$ cat config.mk
export PLATFORM = sky130hd
export DESIGN_NAME = continuous_sampler
export DESIGN_NICKNAME = d
export VERILOG_FILES = /design/src/rtl/continuous_pkg.sv /design/src/rtl/continuous_rr_arbiter.sv /design/src/rtl/continuous_sampler.sv
export SDC_FILE = /design/constraint.sdc
export NUM_CORES = 1
export LEC_CHECK = 0
export CAP_MARGIN = 20
export CORE_AREA = 5 5 95 97
export CTS_BUF_LIST = sky130_fd_sc_hd__clkbuf_8
export CTS_CLUSTER_SIZE = 10
export DETAILED_ROUTE_END_ITERATION = 16
export DIE_AREA = 0 0 100 102
export PLACE_DENSITY = 0.9
export SLEW_MARGIN = 20
export SYNTH_ARGS = -nofsm -noshare
export SYNTH_HDL_FRONTEND = slang
export SYNTH_SLANG_ARGS = --single-unit
export TNS_END_PERCENT = 5
$ cat constraint.sdc
create_clock -name clk -period 1.85 [get_ports clk]
set_input_delay 0.37 -clock clk [delete_from_list [all_inputs] [get_ports clk]]
set_output_delay 0.37 -clock clk [all_outputs]
set_load 0.01 [all_outputs]
$ cat src/rtl/continuous_pkg.sv
// Shared types and helpers for the continuous multi-channel sampler.
package continuous_pkg;

    typedef enum logic [2:0] {
        IDLE      = 3'd0,
        WAIT_TICK = 3'd1,
        REQ       = 3'd2,
        SEND      = 3'd3,
        WAIT_TX   = 3'd4
    } state_t;

    // Channel-id width; a single channel still needs one id bit.
    function automatic int chw(input int n);
        return (n <= 1) ? 1 : $clog2(n);
    endfunction

endpackage

$ cat src/rtl/continuous_rr_arbiter.sv
// Round-robin pick: first enabled channel strictly after the pointer, wrapping to 0.
module continuous_rr_arbiter
    import continuous_pkg::*;
#(
    parameter int NCH = 4,
    parameter int CHW = chw(NCH)
) (
    input  logic [NCH-1:0] i_mask,
    input  logic [CHW-1:0] i_ptr,
    output logic [CHW-1:0] o_pick,
    output logic           o_valid
);

    logic [CHW-1:0] w_pick;
    logic [CHW-1:0] w_idx;
    logic           w_valid;

    // Scan from farthest to nearest so the nearest enabled channel is written last.
    always_comb begin
        w_pick  = {CHW{1'b0}};
        w_valid = 1'b0;
        w_idx   = {CHW{1'b0}};
        for (int i = NCH; i >= 1; i--) begin
            w_idx   = CHW'((int'(i_ptr) + i) % NCH);
            w_pick  = i_mask[w_idx] ? w_idx : w_pick;
            w_valid = w_valid | i_mask[w_idx];
        end
    end

    assign o_pick  = w_pick;
    assign o_valid = w_valid;

endmodule

$ cat src/rtl/continuous_sampler.sv
// Periodic round-robin sensor poller feeding the UART TX framer, with overrun
// and ack-timeout sticky flags.
module continuous_sampler
    import continuous_pkg::*;
#(
    parameter int NCH      = 4,
    parameter int DATA_W   = 8,
    parameter int PERIOD_W = 24,
    parameter int ACK_TO   = 100000,
    parameter int CHW      = chw(NCH)
) (
    input  logic                clk,
    input  logic                rst,
    input  logic                i_cont_en,
    input  logic [NCH-1:0]      i_ch_mask,
    input  logic [PERIOD_W-1:0] i_period,
    output logic                o_sns_req,
    output logic [CHW-1:0]      o_sns_ch,
    input  logic                i_sns_ack,
    input  logic [DATA_W-1:0]   i_sns_data,
    input  logic                i_tx_ready,
    output logic                o_tx_start,
    output logic [DATA_W-1:0]   o_tx_data,
    output logic [CHW-1:0]      o_tx_ch,
    input  logic                i_err_clr,
    output logic                o_overrun,
    output logic                o_timeout
);

    localparam int TOW = $clog2(ACK_TO + 1);

    state_t              r_state;
    logic [PERIOD_W-1:0] r_cnt;
    logic                r_armed;
    logic [CHW-1:0]      r_ptr;
    logic [TOW-1:0]      r_to_cnt;
    logic                r_seen_busy;
    logic                r_sns_req;
    logic [CHW-1:0]      r_sns_ch;
    logic                r_tx_start;
    logic [DATA_W-1:0]   r_tx_data;
    logic [CHW-1:0]      r_tx_ch;
    logic                r_overrun;
    logic                r_timeout;

    logic [PERIOD_W-1:0] w_reload;
    logic                w_tick;
    logic [CHW-1:0]      w_pick;
    logic                w_pick_valid;
    logic                w_ack_expired;
    logic                w_set_ovr;

    continuous_rr_arbiter #(
        .NCH (NCH),
        .CHW (CHW)
    ) u_arb (
        .i_mask  (i_ch_mask),
        .i_ptr   (r_ptr),
        .o_pick  (w_pick),
        .o_valid (w_pick_valid)
    );

    // A zero period behaves like a period of one.
    assign w_reload = (i_period == {PERIOD_W{1'b0}}) ? {PERIOD_W{1'b0}}
                                                     : i_period - PERIOD_W'(1);
    assign w_tick   = i_cont_en & r_armed & (r_cnt == {PERIOD_W{1'b0}});

    assign w_ack_expired = (r_state == REQ) & i_cont_en & ~i_sns_ack
                         & (r_to_cnt == TOW'(ACK_TO - 1));
    assign w_set_ovr     = w_tick & (r_state != WAIT_TICK);

    // Period counter: first enabled cycle loads, then counts down and reloads at zero.
    always_ff @(posedge clk or negedge rst) begin
        if (!rst) begin
            r_cnt   <= {PERIOD_W{1'b0}};
            r_armed <= 1'b0;
        end else if (!i_cont_en) begin
            r_cnt   <= w_reload;
            r_armed <= 1'b0;
        end else if (!r_armed || w_tick) begin
            r_cnt   <= w_reload;
            r_armed <= 1'b1;
        end else begin
            r_cnt   <= r_cnt - PERIOD_W'(1);
            r_armed <= 1'b1;
        end
    end

    // Poll sequencer and registered sensor/TX outputs.
    always_ff @(posedge clk or negedge rst) begin
        if (!rst) begin
            r_state     <= IDLE;
            r_ptr       <= CHW'(NCH - 1);
            r_to_cnt    <= {TOW{1'b0}};
            r_seen_busy <= 1'b0;
            r_sns_req   <= 1'b0;
            r_sns_ch    <= {CHW{1'b0}};
            r_tx_start  <= 1'b0;
            r_tx_data   <= {DATA_W{1'b0}};
            r_tx_ch     <= {CHW{1'b0}};
        end else begin
            r_tx_start <= 1'b0;
            case (r_state)
                IDLE: begin
                    if (i_cont_en) begin
                        r_state <= WAIT_TICK;
                    end else begin
                        r_state <= IDLE;
                    end
                end
                WAIT_TICK: begin
                    if (!i_cont_en) begin
                        r_state <= IDLE;
                    end else if (w_tick && w_pick_valid) begin
                        r_ptr     <= w_pick;
                        r_sns_ch  <= w_pick;
                        r_sns_req <= 1'b1;
                        r_to_cnt  <= {TOW{1'b0}};
                        r_state   <= REQ;
                    end else begin
                        r_state <= WAIT_TICK;
                    end
                end
                REQ: begin
                    if (!i_cont_en) begin
                        r_sns_req <= 1'b0;
                        r_state   <= IDLE;
                    end else if (i_sns_ack) begin
                        r_tx_data <= i_sns_data;
                        r_tx_ch   <= r_sns_ch;
                        r_sns_req <= 1'b0;
                        // An idle TX gets the start pulse straight away, skipping SEND.
                        if (i_tx_ready) begin
                            r_tx_start  <= 1'b1;
                            r_seen_busy <= 1'b0;
                            r_state     <= WAIT_TX;
                        end else begin
                            r_state <= SEND;
                        end
                    end else if (w_ack_expired) begin
                        r_sns_req <= 1'b0;
                        r_state   <= WAIT_TICK;
                    end else begin
                        r_to_cnt <= r_to_cnt + TOW'(1);
                    end
                end
                SEND: begin
                    if (!i_cont_en) begin
                        r_state <= IDLE;
                    end else if (i_tx_ready) begin
                        r_tx_start  <= 1'b1;
                        r_seen_busy <= 1'b0;
                        r_state     <= WAIT_TX;
                    end else begin
                        r_state <= SEND;
                    end
                end
                WAIT_TX: begin
                    // Frame is done only after TX has gone busy and come back.
                    if (!i_tx_ready) begin
                        r_seen_busy <= 1'b1;
                    end else if (r_seen_busy) begin
                        r_state <= i_cont_en ? WAIT_TICK : IDLE;
                    end else begin
                        r_state <= WAIT_TX;
                    end
                end
                default: begin
                    r_sns_req <= 1'b0;
                    r_state   <= IDLE;
                end
            endcase
        end
    end

    // Sticky error flags; a new event beats a simultaneous clear.
    always_ff @(posedge clk or negedge rst) begin
        if (!rst) begin
            r_overrun <= 1'b0;
            r_timeout <= 1'b0;
        end else begin
            if (w_set_ovr) begin
                r_overrun <= 1'b1;
            end else if (i_err_clr) begin
                r_overrun <= 1'b0;
            end else begin
                r_overrun <= r_overrun;
            end
            if (w_ack_expired) begin
                r_timeout <= 1'b1;
            end else if (i_err_clr) begin
                r_timeout <= 1'b0;
            end else begin
                r_timeout <= r_timeout;
            end
        end
    end

    assign o_sns_req  = r_sns_req;
    assign o_sns_ch   = r_sns_ch;
    assign o_tx_start = r_tx_start;
    assign o_tx_data  = r_tx_data;
    assign o_tx_ch    = r_tx_ch;
    assign o_overrun  = r_overrun;
    assign o_timeout  = r_timeout;

endmodule

==> impl_summary.log <==
INFO  metric routed-wl-met2 = 7070 um
INFO  metric post-route-period-util = 113%
INFO  metric power_switching = 1.02 mW
INFO  metric worstSetupEndpointType = flip-flop
INFO  metric antenna_found_initial = 0
INFO  metric antenna_violating_nets_post_route = 0
INFO  metric clk_latency = 0.36 ns
INFO  metric netlist_top_cells_count = dfrtp_1, nand2_1, nor2_1, xnor2_1, nor3_1
INFO  metric violations = setup timing
INFO  metric worst-endpoint-arrival = 2.34 ns
INFO  metric initial_utilization = 50.1%
INFO  metric port_buffers = 57
INFO  metric maxUsedRoutingLayer = met4
INFO  metric antenna_cells_inserted = 0
INFO  metric vias_per_cell = 6.00
INFO  metric core_area = 0.00805 sq mm
INFO  metric ys_async_sr_fraction = 100%
INFO  metric synthFlopType = dfrtp_1
INFO  metric worst_ir_drop_vdd = 0.458 mV
INFO  metric cell_internal_pwr = 2.52 mW
INFO  metric timing.critical_path.slowest_cell_delay = 0.40 ns
INFO  metric postSynthCellCount = 430
INFO  metric finalHoldViolations = 0
INFO  metric yosysUniqueCellTypes = 65
INFO  metric vias = 4323
INFO  metric timing.fmax = 478 MHz
INFO  metric clock-skew-final = 0.00638 ns
INFO  metric min_path_type = in2async
INFO  metric grt_pass1_wl = 21300 um
INFO  metric place_worst_setup_slack = -0.634 ns
INFO  metric clock_path_buffers = 2
INFO  metric worst_path_dominant_cell_family = simple AND/OR/NAND/NOR gates
INFO  metric worstPathBufferInverterCount = 2
INFO  metric final_max_slew_viol_count = 0
INFO  metric worst_path_max_delay_cell = dfrtp_1
INFO  metric syn-num-nets = 477
INFO  metric post_synth.cell_area_avg = 9.38 sq um
INFO  metric cellLeakagePower = 2.51 nW
INFO  metric die_width = 100 um
INFO  metric worst_setup_hold_path_clk_slew = 0.08 ns
INFO  metric sequentialPowerShare = 42.8%
INFO  metric timing.critical_path.depth = 8
INFO  metric yosysWarningCount = 0
INFO  metric area_post_placement = 0.00558 sq mm
INFO  metric routed_wire_length_per_instance = 18.2 um
INFO  metric post_route_cells_drive_above_1_share = 36.4%
INFO  metric clock-sinks = 64
INFO  metric synth_area_leader_cell = dfrtp_1
INFO  metric cts_bufs_inserted = 9
INFO  metric post-route-util = 75.3%
INFO  metric worst_ep_required_time = 2.09 ns
INFO  metric power.share.switching = 28.8%
INFO  metric synth_most_common_cell = dfrtp_1
INFO  metric final.hold.worst_slack = 0.0348 ns
INFO  metric hpwlAfterDp = 9180 um
INFO  metric detail_route.drc_violations = 0
INFO  metric area.growth.synth_to_final = 50.4%
INFO  metric cts_root_buf = clkbuf_8
INFO  metric detailroute.wirelength.met3 = 801 um
INFO  metric critical_path_type = reg2reg
INFO  metric number_of_standard_cell_rows_in_the_floorplan = 33
INFO  metric min_tclk_post_route = 2.09 ns
INFO  metric vias_in_the_first_global_route = 4574
INFO  metric headroom_to_the_max_slew_limit = 64.3%
INFO  metric detail_route.wirelength = 13100 um
INFO  metric grtUsageTotal = 26.3%
INFO  metric crit_path_max_fanout = 6
INFO  metric dp.cells = 697
INFO  metric setup-tns-final = -7.00 ns
INFO  metric pin_count_of_the_biggest_net_entering_global_routing = 65
INFO  metric gp_congestion = 0.954
INFO  metric critical_path.cell_chain = inv_2 -> ha_4 -> and4b_1 -> nand4_1 -> or3_4 -> a21o_4 -> buf_6 -> a211o_1
INFO  metric post-layout-total-power = 3.53 mW
INFO  metric clock_power_share = 35.4%
INFO  metric detail_route.iter0.violations = 314
INFO  metric power_density = 582 mW/mm^2
INFO  metric tightestPinTransition = 0.534 ns
INFO  metric worstSetupStartpointType = flip-flop
INFO  metric pin_count = 58
INFO  metric grt_overflow_total = 0
INFO  metric number_of_cells_traversed_by_the_worst_register_to_register_path = 8
INFO  metric chipHeight = 102 um
INFO  metric met1_length = 4660 um
INFO  metric synthDominantCellAreaShare = 38.5%
INFO  metric synth-seq-cells = 64
INFO  metric htree_num_levels = 3
INFO  metric share_of_total_power_in_combinational_logic = 21.9%
INFO  metric post_layout_nonfiller_instances = 721
INFO  metric post_synth_main_area_contributors = dfrtp_1, xnor2_1, o22ai_1, nor3_1, nand2_1
INFO  metric synth_enable_flop_cells = 0
INFO  metric run_status = finished with violations
INFO  metric worst_slack = -0.241 ns
INFO  metric finalSetupViolCount = 49
INFO  metric yosysSeqAreaShare = 39.8%
INFO  metric grt_setup_unrepaired = yes
INFO  metric syn-cell-area = 0.00403 sq mm
INFO  metric nNetsFinal = 658
INFO  metric firstDrtPassIters = 5
INFO  metric design.die.area = 0.0102 sq mm
INFO  metric cts_tree = yes
INFO  metric timing.max_cap.violations = 0
INFO  metric stdcell_area = 0.00607 sq mm
## final timing paths
kind	startpoint	endpoint	slack, ns
min in group clk	i_period[0]	r_cnt[0]	0.47
worst max-delay path	r_cnt[0]	r_to_cnt[6]	-0.24
max in group asynchronous	rst	r_ptr[1]	1.51
worst max register to register	r_cnt[0]	r_to_cnt[6]	-0.24
worst min-delay path	rst	o_tx_data[1]	0.03
worst min register to register	o_tx_ch[1]	o_tx_ch[1]	0.51
## cell families after synthesis
kind of cell,share of synthesized area [%]
flops,39.8
buf+inv,3.72
xor+xnor,7.82
compound gates,17.0
simple gates,26.6
mux,3.57
fa+ha+maj,1.55
## power groups by stage
stage | logic, mW | clock network (mW) | registers, mW
2_1_floorplan | 0.269 | 0 | 1.54
3_3_place_gp | 0.662 | 0 | 1.53
3_5_place_dp | 0.697 | 0 | 1.53
4_1_cts | 0.736 | 1.27 | 1.51
5_1_grt | 0.826 | 1.32 | 1.51
6_report | 0.772 | 1.25 | 1.51
## layout make-up
class	instances	area, sq um
Clock buffer	10	138
Clock inverter	6	68.8
Fill cell	499	1990
Inverter	15	56.3
Multi-Input combinational cell	333	2480
Sequential cell	64	1600
Tap cell	105	131
Timing Repair Buffer	188	1580
## worst reg2reg max path: cells and delay by family, from the launching register on
kind	cells	cell delay (ns)
flops	1	0.40
fa+ha+maj	1	0.13
compound gates	2	0.47
buf+inv	2	0.22
simple gates	3	0.75
## placed cells by master (no fill, tap or decap), drive strengths merged, types with 10 or more instances in the layout
cell | netlist | final
nor2 | 31 | 31
o21ai | 15 | 15
nor3 | 27 | 27
inv | 15 | 15
xnor2 | 28 | 28
o22a | 12 | 12
nor4 | 21 | 21
clkbuf | 11 | 10
mux2 | 11 | 11
or4 | 10 | 10
buf | 7 | 132
dfrtp | 62 | 62
o22ai | 23 | 23
nand2 | 34 | 34
clkdlybuf4s50 | 0 | 52
nand3 | 19 | 19
## layer usage
metal,GRT usage [%],vias to the layer above
met5,0,-
met4,14.5,0
met3,3.21,57
met2,50.4,218
met1,27.9,2070
li1,-,1978
## sequential cells by signal, indices dropped and copies added (netlist names)
register     flops
o_sns_req        1
r_ptr            2
r_to_cnt        17
o_tx_ch          2
o_tx_data        8
r_armed          1
r_state          3
o_tx_start       1
o_sns_ch         2
r_cnt           24
o_overrun        1
r_seen_busy      1
o_timeout        1
## timing repair
item | CTS | global route
hold buffers | 0 | 0
pin swaps | 17 | 9
setup buffers | 6 | 2
setup endpoints to repair | 48 | 49
gates resized for setup | 38 | 19
Note: power is estimated with default switching activity, not from simulation.
